$ cat config.mk
export PLATFORM = sky130hd
export DESIGN_NAME = reg_writeback_ctrl
export DESIGN_NICKNAME = d
export VERILOG_FILES = /design/src/rtl/reg_writeback_ctrl_pkg.sv /design/src/rtl/reg_writeback_ctrl_fifo.sv /design/src/rtl/reg_writeback_ctrl.sv
export SDC_FILE = /design/constraint.sdc
export NUM_CORES = 1
export LEC_CHECK = 0
export CORE_MARGIN = 1
export CORE_UTILIZATION = 59
export CTS_CLUSTER_DIAMETER = 40
export DETAILED_ROUTE_END_ITERATION = 8
export GPL_TIMING_DRIVEN = 1
export PLACE_DENSITY = 0.9
export SYNTH_ARGS = -nofsm -noshare
export SYNTH_HDL_FRONTEND = slang
export SYNTH_SLANG_ARGS = --single-unit
$ cat constraint.sdc
create_clock -name clock -period 14 [get_ports clock]
set_clock_uncertainty 0.15 [all_clocks]
set_input_delay 2.8 -clock clock [delete_from_list [all_inputs] [get_ports clock]]
set_output_delay 2.8 -clock clock [all_outputs]
set_load 0.05 [all_outputs]
$ cat src/rtl/reg_writeback_ctrl_pkg.sv
// Shared types for the register-file write-back path.
// Provides the word / register-index types, the register file operation
// encoding, the queued write-back entry and the default queue depth.
package reg_writeback_ctrl_pkg;

    localparam int WB_WORD_SIZE  = 32;
    localparam int WB_FIFO_DEPTH = 4;

    typedef logic [WB_WORD_SIZE-1:0] word;
    typedef logic [4:0]              reg_index;

    typedef enum logic {
        READ_REG_DATA  = 1'b0,
        WRITE_REG_DATA = 1'b1
    } reg_file_op_t;

    typedef struct packed {
        reg_index rd;
        word      data;
    } wb_entry_t;

endpackage

$ cat src/rtl/reg_writeback_ctrl_fifo.sv
// wb_fifo: dual-push, single-pop queue of write-back entries.
// Ports:
//   clock, reset_n           - clock and synchronous active-low reset
//   push0, push0_entry       - first push of the cycle (lands nearest the head)
//   push1, push1_entry       - second push of the cycle (lands behind push0)
//   pop                      - remove the head entry at this edge
//   head                     - entry at the read pointer
//   count                    - number of valid entries, 0..FIFO_DEPTH
//   entry_valid, entry_rd    - per-slot occupancy and destination register
// The caller guarantees pushes never exceed the free slots of the
// registered count; the storage itself is not reset.
module wb_fifo
    import reg_writeback_ctrl_pkg::*;
#(
    parameter  int FIFO_DEPTH = WB_FIFO_DEPTH,
    localparam int PTR_W      = $clog2(FIFO_DEPTH),
    localparam int CNT_W      = PTR_W + 1
) (
    input  logic                            clock,
    input  logic                            reset_n,
    input  logic                            push0,
    input  wb_entry_t                       push0_entry,
    input  logic                            push1,
    input  wb_entry_t                       push1_entry,
    input  logic                            pop,
    output wb_entry_t                       head,
    output logic [CNT_W-1:0]                count,
    output logic [FIFO_DEPTH-1:0]           entry_valid,
    output reg_index [FIFO_DEPTH-1:0]       entry_rd
);

    wb_entry_t        mem [FIFO_DEPTH];
    logic [PTR_W-1:0] rd_ptr;
    logic [PTR_W-1:0] wr_ptr;
    logic [PTR_W-1:0] wr_ptr1;
    logic [PTR_W-1:0] offset [FIFO_DEPTH];

    // push1 goes in the slot after push0 when both fire, else at wr_ptr.
    assign wr_ptr1 = wr_ptr + PTR_W'(push0);

    always_ff @(posedge clock) begin
        if (push0) mem[wr_ptr]  <= push0_entry;
        if (push1) mem[wr_ptr1] <= push1_entry;
    end

    always_ff @(posedge clock) begin
        if (!reset_n) begin
            rd_ptr <= '0;
            wr_ptr <= '0;
            count  <= '0;
        end else begin
            rd_ptr <= rd_ptr + PTR_W'(pop);
            wr_ptr <= wr_ptr + PTR_W'(push0) + PTR_W'(push1);
            count  <= count + CNT_W'(push0) + CNT_W'(push1) - CNT_W'(pop);
        end
    end

    assign head = mem[rd_ptr];

    // A slot is occupied when its distance from the read pointer
    // (modulo the depth) is below the count.
    always_comb begin
        for (int i = 0; i < FIFO_DEPTH; i++) begin
            offset[i]      = PTR_W'(i) - rd_ptr;
            entry_valid[i] = ({1'b0, offset[i]} < count);
            entry_rd[i]    = mem[i].rd;
        end
    end

endmodule

$ cat src/rtl/reg_writeback_ctrl.sv
// reg_writeback_ctrl: write-side initiator for the register file write port.
// Ports:
//   clock, reset_n                     - clock, synchronous active-low reset
//   alu_valid/alu_rd/alu_result/alu_ready      - ALU result handshake
//   load_valid/load_rd/load_data/load_ready    - load result handshake
//   read_req                           - decode claims the port this cycle
//   mem_op, rd, write_data             - register file write port drive
//   pending_mask                       - bit i set while a write to x_i is queued
//   port_busy                          - a write is being driven this cycle
// WORD_SIZE must match the package word width.
module reg_writeback_ctrl
    import reg_writeback_ctrl_pkg::*;
#(
    parameter int FIFO_DEPTH = WB_FIFO_DEPTH,
    parameter int WORD_SIZE  = WB_WORD_SIZE
) (
    input  logic                 clock,
    input  logic                 reset_n,
    input  logic                 alu_valid,
    input  reg_index             alu_rd,
    input  logic [WORD_SIZE-1:0] alu_result,
    output logic                 alu_ready,
    input  logic                 load_valid,
    input  reg_index             load_rd,
    input  logic [WORD_SIZE-1:0] load_data,
    output logic                 load_ready,
    input  logic                 read_req,
    output reg_file_op_t         mem_op,
    output reg_index             rd,
    output logic [WORD_SIZE-1:0] write_data,
    output logic [31:0]          pending_mask,
    output logic                 port_busy
);

    localparam int CNT_W = $clog2(FIFO_DEPTH) + 1;
    localparam logic [CNT_W-1:0] ONE_FREE_MAX = CNT_W'(FIFO_DEPTH - 1);
    localparam logic [CNT_W-1:0] TWO_FREE_MAX = CNT_W'(FIFO_DEPTH - 2);

    logic                     push0;
    logic                     push1;
    logic                     pop;
    wb_entry_t                push0_entry;
    wb_entry_t                push1_entry;
    wb_entry_t                head;
    logic [CNT_W-1:0]         count;
    logic [FIFO_DEPTH-1:0]    entry_valid;
    reg_index [FIFO_DEPTH-1:0] entry_rd;

    // Credit comes only from the registered count; a pop in the same
    // cycle does not free a slot early.
    assign load_ready = (count <= ONE_FREE_MAX);
    assign alu_ready  = load_valid ? (count <= TWO_FREE_MAX)
                                   : (count <= ONE_FREE_MAX);

    // Writes to x0 complete the handshake but are never queued.
    // The load is push0 so it is enqueued ahead of the ALU result.
    assign push0       = load_valid & load_ready & (load_rd != '0);
    assign push1       = alu_valid  & alu_ready  & (alu_rd  != '0);
    assign push0_entry = '{rd: load_rd, data: load_data};
    assign push1_entry = '{rd: alu_rd,  data: alu_result};

    // Gating with reset_n keeps a queued head from reaching the register
    // file on the edge that discards the queue.
    assign port_busy = reset_n & (count != '0) & ~read_req;
    assign pop       = port_busy;

    wb_fifo #(
        .FIFO_DEPTH (FIFO_DEPTH)
    ) u_fifo (
        .clock       (clock),
        .reset_n     (reset_n),
        .push0       (push0),
        .push0_entry (push0_entry),
        .push1       (push1),
        .push1_entry (push1_entry),
        .pop         (pop),
        .head        (head),
        .count       (count),
        .entry_valid (entry_valid),
        .entry_rd    (entry_rd)
    );

    always_comb begin
        mem_op     = READ_REG_DATA;
        rd         = '0;
        write_data = '0;
        if (port_busy) begin
            mem_op     = WRITE_REG_DATA;
            rd         = head.rd;
            write_data = head.data;
        end
    end

    always_comb begin
        pending_mask = '0;
        for (int i = 0; i < FIFO_DEPTH; i++) begin
            if (entry_valid[i]) pending_mask[entry_rd[i]] = 1'b1;
        end
        pending_mask[0] = 1'b0;
    end

endmodule

# --- Word-level counts from Yosys, hierarchy flattened ---
# Memories as Yosys holds them, arrays and structs flattened. A register that Yosys moved wholly into a read port is not among the register bits.
# Cells that the tools add are included.
totals:
  ff_bits: 7
  ram_bits: 148
  in_bits: 79
  wordCells: 66
  n_memories: 1
op_classes:
  addsub: 10
  n_lt_le_gt_ge: 14
  mux: 21
  bitwise: 10
  reduce_logical: 7
memory_table:
  columns: ["name", "depth", "word_bits", "rd", "rd_clocked_by_memory_dff", "wr", "line_no", "rtl"]
  rows:
  - ["u_fifo.mem", 4, 37, 5, 1, 2, "reg_writeback_ctrl_fifo.sv:32", "wb_entry_t mem [FIFO_DEPTH];"]
op_table:
  columns: ["op", "count"]
  rows:
  - ["2-to-1 mux 32 bit", 5]
  - ["OR 32 bit", 3]
  - ["less-than comparator 5 x 6 -> 1 bit (second input constant)", 4]
  - ["demux 1 bit (select 5 bit)", 4]
  - [">= comparator 5 x 1 -> 1 bit (second input constant)", 4]
  - ["less-than comparator 2 x 3 -> 1 bit", 4]
  - ["2-to-1 mux 1 bit", 10]
  - ["nonzero test 5 bit", 2]
  - ["adder 2 x 1 -> 2 bit", 3]
  - ["adder 3 x 1 -> 3 bit", 2]
  - ["AND 1 bit", 6]
  - ["<= comparator 3 x 2 -> 1 bit (second input constant)", 2]
  - ["2-to-1 mux 5 bit", 1]
  - ["logical AND 1 bit", 4]
  - ["subtractor 1 x 2 -> 2 bit (first input constant)", 2]
  - ["subtractor 2 bit (first input constant)", 2]
  - ["nonzero test 3 bit", 1]
  - ["subtractor 3 x 1 -> 3 bit", 1]
  - ["2-to-1 mux 2 bit", 1]
  - ["NOT 1 bit", 1]

# --- Depth between registers and ports, before layout ---
# Gate-level depths: netlist of run 1.
# An unclocked memory read counts as a cell.
depth:
  depth_word: 12
  depth_mapped: 14
  depth_no_buf: 12

# --- Cells and area by module ---
# Synthesis of run 1 repeated with hierarchy kept, for this count alone.
unflattened:
  cells_unflattened: 615
  hier_area_um2: 9053.7
modules_own_cells:
  columns: ["module", "n_inst", "cells_per_inst", "area_each_um2", "seq_area_each_um2"]
  rows:
  - ["wb_fifo", 1, 435, 7843.8, 4584.4]
  - ["reg_writeback_ctrl", 1, 180, 1209.9, 0.0]

# --- Worst setup path after synthesis of run 1 ---
# Ideal clock, no wire load.
synth_timing:
  kind: "input to output"
  from: "input port read_req"
  to: "output port write_data[10]"
  arrival_ns: 4.061
  required_time_ns: 11.050
  path_slack_ns: 6.989
  stages: 5
  n_path_buf: 2
  path_cell_list: "inv_1 -> o311ai_0 -> clkbuf_1 -> clkbuf_1 -> nor2b_1"
synth_via:
  elab_chain_cells: 3
synth_lines:
  columns: ["element", "line_no", "rtl"]
  rows:
  - ["from (decl)", "reg_writeback_ctrl.sv:27", "input logic read_req,"]
  - ["NOT 1 bit", "reg_writeback_ctrl.sv:64", "assign port_busy = reset_n & (count != '0) & ~read_req;"]
  - ["AND 1 bit", "reg_writeback_ctrl.sv:64", null]
  - ["2-to-1 mux 32 bit", "reg_writeback_ctrl.sv:87", "if (port_busy) begin"]
  - ["to (decl)", "reg_writeback_ctrl.sv:30", "output logic [WORD_SIZE-1:0] write_data,"]
# Every way passes these cells.

# --- Worst setup path in the final report of run 1 ---
layout_timing:
  from: "input port reset_n"
  to: "output port write_data[12]"
layout_via:
  elab_chain_cells: 3
layout_lines:
  columns: ["element", "line_no", "rtl"]
  rows:
  - ["from (decl)", "reg_writeback_ctrl.sv:18", "input logic reset_n,"]
  - ["AND 1 bit (2 in a row)", "reg_writeback_ctrl.sv:64", null]
  - ["2-to-1 mux 32 bit", "reg_writeback_ctrl.sv:87", null]
# Every way passes these cells.

==> metrics.md, run 1 <==
| Metric | Value |
|---|---|
| Seq cells post-synth | roughly 160 |
| P&R area growth vs syn | 24.0% |
| Max VDD drop | 0.131 mV |
| Finished Core Util | between 70% and 80% |
| Post-Synthesis Cell Area | about 9600 um2 |
| CP dominant cell by count | clkdlybuf4s50_1 |
| Setup TNS Final | 0 ns |
| Hold WC Path Type | flop to flop |
| Most common cell in the synthesized netlist | edfxtp_1 |
| Post-synth cell types | 54 |
| Total GRT Usage | between 30% and 40% |
| LEAKAGE | between 0.004 and 0.005 uW |
| Placer congestion estimate | 0.940 |
| Die area | about 17,000 um2 |
| CP max FO | 23 |
| Final setup violation count | 0 |
| Die Wd | 129 um |
| Top cells by area, synth | edfxtp_1, mux2_4, mux4_2, mux2_2, nor2b_1 |
| Nets@finish | 882 |
| CP Buf/Inv Count | 3 |
| Initial antenna violation count | 0 |
| Actual transition at the worst max-transition pin | between 1 and 1.5 ns |
| Worst Path Required | 11.05 ns |
| CP endpoint kind | output port |
| Slew Viols, Final | 0 |
| Layout cells sized above 1 | approximately 31% |
| Setup bufs post-CTS | 0 |
| Critical path's slowest cell | clkdlybuf4s50_1 |
| Antenna-violating nets left | 0 |
| Final WL | between 20 and 30 mm |
| Setup repair after global routing missed its margin | false |
| CP cell instances | clkdlybuf4s50_1 -> o311ai_4 -> buf_4 -> and2b_1 -> clkdlybuf4s50_1 |
| CTS sink count | approximately 160 |
| Grt ovf | 0 |
| Commonest cells in the netlist | edfxtp_1, mux2_4, mux2_2 |
| CTS clk-pin slew, worst paths | ~0.06 ns |
| Initial detailed-routing violation count | 500 |
| Post-synth EDFFs | around 150 |
| Min Hold Slack | about 0.8 ns |
| Cell taking the most area after synthesis | edfxtp_1 |
| # H-tree levels | 4 |
| DRC viols | 0 |
| Hold Fails Final Rpt | 0 |
| Yosys warns | 0 |
| Core ar. | around 16,000 um2 |
| Sequential area share after synthesis | ~48% |
| Synth Flop Type | edfxtp_1 |
| Avg WL per Cell | around 26 um |
| PwrDens | 191 nW/um2 |
| Gate Count Post-Synth | ~650 |
| Routed vias | between 6,000 and 7,000 |
| Starting Density | between 60 and 70% |
| Diode count | 0 |
| TritonCTS clock tree | done |
| Max transition margin | a little over a fifth |
| Final Cell Area | between 10,000 and 15,000 um2 |
| First-pass GRT wire length | about 40 mm |
| Row count | 46 |
| Max_cap viols | 0 |
| Final period util | between 50% and 60% |
| CTS Buf Count | 17 |
| Total power draw | about 2300 uW |
| CP top delay family | buffers and inverters |
| Chip height | roughly 130 um |
| Placed standard-cell area | ~11,000 um2 |
| Clk Tree Root Cell | clkbuf_16 |
| Pre-antenna DRT Iters | 7 |
| I/O pins | around 150 |
| Mapped Nets | 740 |
| Crit path arrival time | roughly 5.2 ns |
| HPWL after detailed placement | about 18 mm |
| Clock buffer depth | 2 |
| Final Critical Period | approximately 8 ns |
| # port buffers | 150 |
| Fmax | about 120 MHz |
| Clk Latency, worst-skew pair | around 0.42 ns |
| Run status | complete, no violations |
| Vias per inst | between 6 and 7 |
| Hold-fix buffers, CTS | 0 |
| Vias in the first global route | approximately 6,900 |
| Post-synth ARST share | 0% |
| Largest net degree at the start of global routing | 44 |
| Setup CP Type | input pin to output port |
| CP max stage delay | 0.82 ns |
| Startpoint type of the worst setup path | input pin |
| Mean Syn Cell Area | 14.8 um2 |
| Post-CTS sizing | 0 |
| Share of the synthesized area in the top cell type | 46.4% |
placed cells by master, fill, tap and decap left out, types with 6 or more instances in the layout:
master,count
a211oi_1,8
a221o_1,8
a22oi_1,18
and2_1,10
and2b_1,14
buf_4,12
clkbuf_16,17
clkdlybuf4s50_1,150
edfxtp_1,148
ha_1,10
inv_1,16
mux2_2,72
mux2_4,76
mux4_2,37
nand2_1,17
nand2b_1,19
nor2_1,7
nor2b_1,35
nor4_1,6
o21ai_4,7
o221ai_1,21
o22ai_1,8
or2_2,6
path summary, 6_finish.rpt:
path	from	end	slack [ns]	depth (start not counted)
max reg2reg	u_fifo.count[2]	u_fifo.mem[0][29]	9.12	13
min reg2reg	u_fifo.wr_ptr[0]	u_fifo.mem[3][34]	0.79	2
min	u_fifo.wr_ptr[0]	u_fifo.mem[3][34]	0.79	2
max	reset_n	write_data[12]	5.89	5
layer usage:
metal,GRT usage [%],routed length (um)
met2,58.4,13800
met4,17.5,1020
met1,38.3,9810
met5,0,0
met3,6.81,1950
worst min-delay path, stage by stage (launching register included):
cell     delay, ns
dfxtp_1       0.37
nand2_1       0.14
o21ai_4       0.20
through the flow:
step / worst slack, ns / instances
after global placement: 5.85 / 988
after global routing: 5.81 / 1018
after floorplan: 6.99 / 649
final: 5.89 / 1018
after detailed placement: 5.74 / 988
after CTS: 5.73 / 1018
registers in the layout (all words and copies together), names as in the netlist:
name and cells:
u_fifo.mem 148, u_fifo.count 3, u_fifo.rd_ptr 2, u_fifo.wr_ptr 2
power breakdown:
part | internal [uW] | switching (uW)
Combinational | 416 | 590
Clock | 276 | 181
Sequential | 703 | 98.5
Total | 1400 | 870
cell families (layout without fill, tap and decap cells):
kind of cell | count (synthesis) | in the layout | synth area share (%)
mux | 185 | 185 | 29.1
buf+inv | 55 | 208 | 3.34
fa+ha+maj | 12 | 12 | 1.72
other cells | 1 | 1 | 0.0392
compound gates | 99 | 99 | 8.57
xor+xnor | 6 | 6 | 0.549
simple gates | 136 | 136 | 8.83
flops | 155 | 155 | 47.9
cell type report:
class	instances	area (um2)
clock buffer	17	425
clock inverter	13	153
fill	898	4010
inverter	16	60.1
multi-input combinational	439	4780
sequential	155	4590
tap	216	270
timing repair buffer	162	1590
Power figures use the tool's default switching activity.
==> inputs of run 2 (changes only) <==
- CORE_UTILIZATION: 59 -> 50
- PLACE_DENSITY: 0.9 -> 0.81
- clock period: 14 -> 7.25 ns (I/O delays scaled with it)
==> run 2 against run 1 <==
Against the previous run: utilization decreased by 11 points; first-iteration DRC count shrank 3.8%; power rose by 89%; die area is 18% higher; via count decreased by 1.9%; critical path depth increased by 2; combinational power grew 93%; non-clock buffer count up 2; global-route usage down 7.3 points; register-to-register slack worse by 6.1 ns; flip-flop and latch count is the same; sequential share of layout area barely moved; critical endpoint is now pending_mask[30]; largest cell class unchanged.
==> metrics.md, run 2 (synthesis results as in run 1) <==
| Metric | Value |
|---|---|
| CP cell instances | xor2_1 -> ha_1 -> nor2b_1 -> a2111oi_1 -> a32oi_1 -> o221ai_1 -> clkdlybuf4s50_1 (was clkdlybuf4s50_1 -> o311ai_4 -> buf_4 -> and2b_1 -> clkdlybuf4s50_1) |
| Starting Density | 51.0% (was 60.3%) |
| Internal power | 2630 uW (was 1400 uW) |
| Combinational share of power | 45.5% (was 44.4%) |
| Clock share of power | 19.4% (was 20.2%) |
| Setup bufs post-CTS | 0 (unchanged) |
| Setup TNS Final | 0 ns (unchanged) |
| Final period util | ~79% |
| Initial antenna violation count | 3 (was 0) |
| NetSw | 1660 uW (was 870 uW) |
| # port buffers | 150 (unchanged) |
| Largest net degree at the start of global routing | 43 (was 44) |
| Hold WC Path Type | flop to flop (unchanged) |
| HPWL after detailed placement | 16.5 mm (was 18.1 mm) |
| Die Wd | 140 um (was 129 um) |
| Layout cells sized above 1 | 31.5% (was 31.3%) |
| Run status | complete, no violations (unchanged) |
| DRC viols | 0 (unchanged) |
| Final Cell Area | 11,900 um2 (about the same) |
| Pre-antenna DRT Iters | 6 (was 7) |
| Setup repair after global routing missed its margin | false (unchanged) |
| Min Hold Slack | 0.679 ns (was 0.787 ns) |
| Post-CTS sizing | 0 (unchanged) |
| Final WL | 24.7 mm (was 26.6 mm) |
| Final Critical Period | roughly 5.7 ns |
| Hold Fails Final Rpt | 0 (unchanged) |
| CP max stage delay | 1.09 ns (was 0.82 ns) |
| Max transition margin | 20.3% (was 21.2%) |
| Max VDD drop | 0.170 mV (was 0.131 mV) |
| Crit path arrival time | 4.09 ns (was 5.16 ns) |
| Clock buffer depth | 2 (unchanged) |
| Slew Viols, Final | 0 (unchanged) |
| Vias in the first global route | 6,821 (was 6,943) |
| LEAKAGE | 0.00422 uW (about the same) |
| Vias per inst | 6.33 (was 6.61) |
| Placed standard-cell area | 11,300 um2 (about the same) |
| CP endpoint kind | output port (unchanged) |
| Switching Fraction | 38.6% (was 38.4%) |
| Core ar. | 18,800 um2 (was 15,900 um2) |
| First-pass GRT wire length | 38.2 mm (was 40.1 mm) |
| R2R setup slack | 3.05 ns (was 9.12 ns) |
| CTS clk-pin slew, worst paths | 0.06 ns (about the same) |
| Clk Tree Root Cell | clkbuf_16 (unchanged) |
| FF-to-FF Start | u_fifo.count[2] (unchanged) |
| Max_cap viols | 0 (unchanged) |
| TritonCTS clock tree | done (unchanged) |
| Routed vias | 6,594 (was 6,724) |
| Avg WL per Cell | 23.7 um (was 26.1 um) |
| Clk Latency, worst-skew pair | 0.42 ns (about the same) |
| Sequential share of power | 35.1% (was 35.4%) |
| Setup CP Type | flop to output port (was input pin to output port) |
| I/O pins | 152 (unchanged) |
| CTS sink count | 155 (unchanged) |
| Final setup violation count | 0 (unchanged) |
| Fmax | about 180 MHz |
| Hold Crit Start | u_fifo.wr_ptr[0] (unchanged) |
| P&R area growth vs syn | 23.9% (was 24.0%) |
| Nets@finish | 884 (was 882) |
| Worst Path Required | 5.65 ns (was 11.05 ns) |
| Row count | 50 (was 46) |
| Die area | 19,700 um2 (was 16,700 um2) |
| Startpoint type of the worst setup path | flop (was input pin) |
| Most frequent cells in the layout | clkdlybuf4s50_1, edfxtp_1, mux2_4 (unchanged) |
| Chip height | 140 um (was 129 um) |
| CTS Buf Count | 17 (unchanged) |
| # H-tree levels | 4 (unchanged) |
| Worst Setup SP | u_fifo.rd_ptr[1] (was reset_n) |
| Most flops, register | u_fifo.mem (unchanged) |
| CP max FO | 15 (was 23) |
| Grt ovf | 0 (unchanged) |
| Antenna-violating nets left | 0 (unchanged) |
| Initial detailed-routing violation count | 481 (was 500) |
| Max reg flops | 148 (unchanged) |
| Total GRT Usage | 25.9% (was 33.2%) |
| Largest regs | u_fifo.mem x148, u_fifo.count x3 (unchanged) |
| Commonest non-fill, non-tap cell in the layout | clkdlybuf4s50_1 (unchanged) |
| Fillers | 1,335 (was 898) |
| Critical path's slowest cell | a2111oi_1 (was clkdlybuf4s50_1) |
| Hold-fix buffers, CTS | 0 (unchanged) |
| Placer congestion estimate | 0.982 (was 0.940) |
| PwrDens | 361 nW/um2 (was 191 nW/um2) |
| Actual transition at the worst max-transition pin | 1.19 ns (was 1.18 ns) |
## run 2: cell types whose count changed in the layout (fill, tap and decap cells not counted), moves of 2 or more
cell	before	now
buf_4	12	14
bufinv_16	3	1
diode_2	0	2
inv_6	1	4
## run 2: power groups by stage
| stage | Clock (uW) | Combinational, uW | Sequential, uW |
|---|---|---|---|
| 3_5_place_dp | 0 | 1940 | 1520 |
| 3_3_place_gp | 0 | 1910 | 1500 |
| 4_1_cts | 834 | 1950 | 1500 |
| 6_report | 831 | 1950 | 1510 |
| 5_1_grt | 871 | 2060 | 1530 |
| 2_1_floorplan | 0 | 1400 | 1470 |
## run 2: metrics by stage
step	setup slack, ns	total power (uW)	utilization [%]	cells
floorplan	1.75	2860	-	649
CTS	1.64	4290	63.2	1040
detailed placement	1.83	3450	60.3	1008
global route	1.45	4460	63.2	1040
finish	1.56	4290	63.3	1042
global placement	1.89	3400	60.3	1008
## run 2: path summary, 6_finish.rpt
check	endpoint	cells after the start
setup / recovery	pending_mask[30]	7
hold / removal	u_fifo.mem[1][35]	2
setup reg to reg	u_fifo.mem[1][24]	13
hold reg to reg	u_fifo.mem[1][35]	2
## run 2: worst max-delay path, delay by kind of cell (launching register included)
kind	cells	cell delay (ns)
adders and majority gates	1	0.27
and+or+nand+nor	1	0.21
buffers and inverters	1	0.86
xor gates and xnor gates	1	0.25
AOI/OAI and AO/OA	3	1.47
DFF	1	0.61
## run 2: layer usage
layer,routed length [um],global-route usage (%),vias to the layer above
met1,9680,31.1,3290
met5,13,0,-
met3,1740,4.79,47
li1,-,-,2917
met2,12800,45.8,338
met4,526,10.4,2
## run 2: cell type report
type	instances	area [um2]	area share, %
Multi-Input combinational cell	439	4770	40.2
Sequential cell	155	4590	38.6
Timing Repair Buffer	164	1610	13.5
Clock buffer	18	429	3.62
Tap cell	234	293	2.47
Clock inverter	14	118	0.991
Inverter	16	60.1	0.506
Antenna cell	2	5.00	0.0422
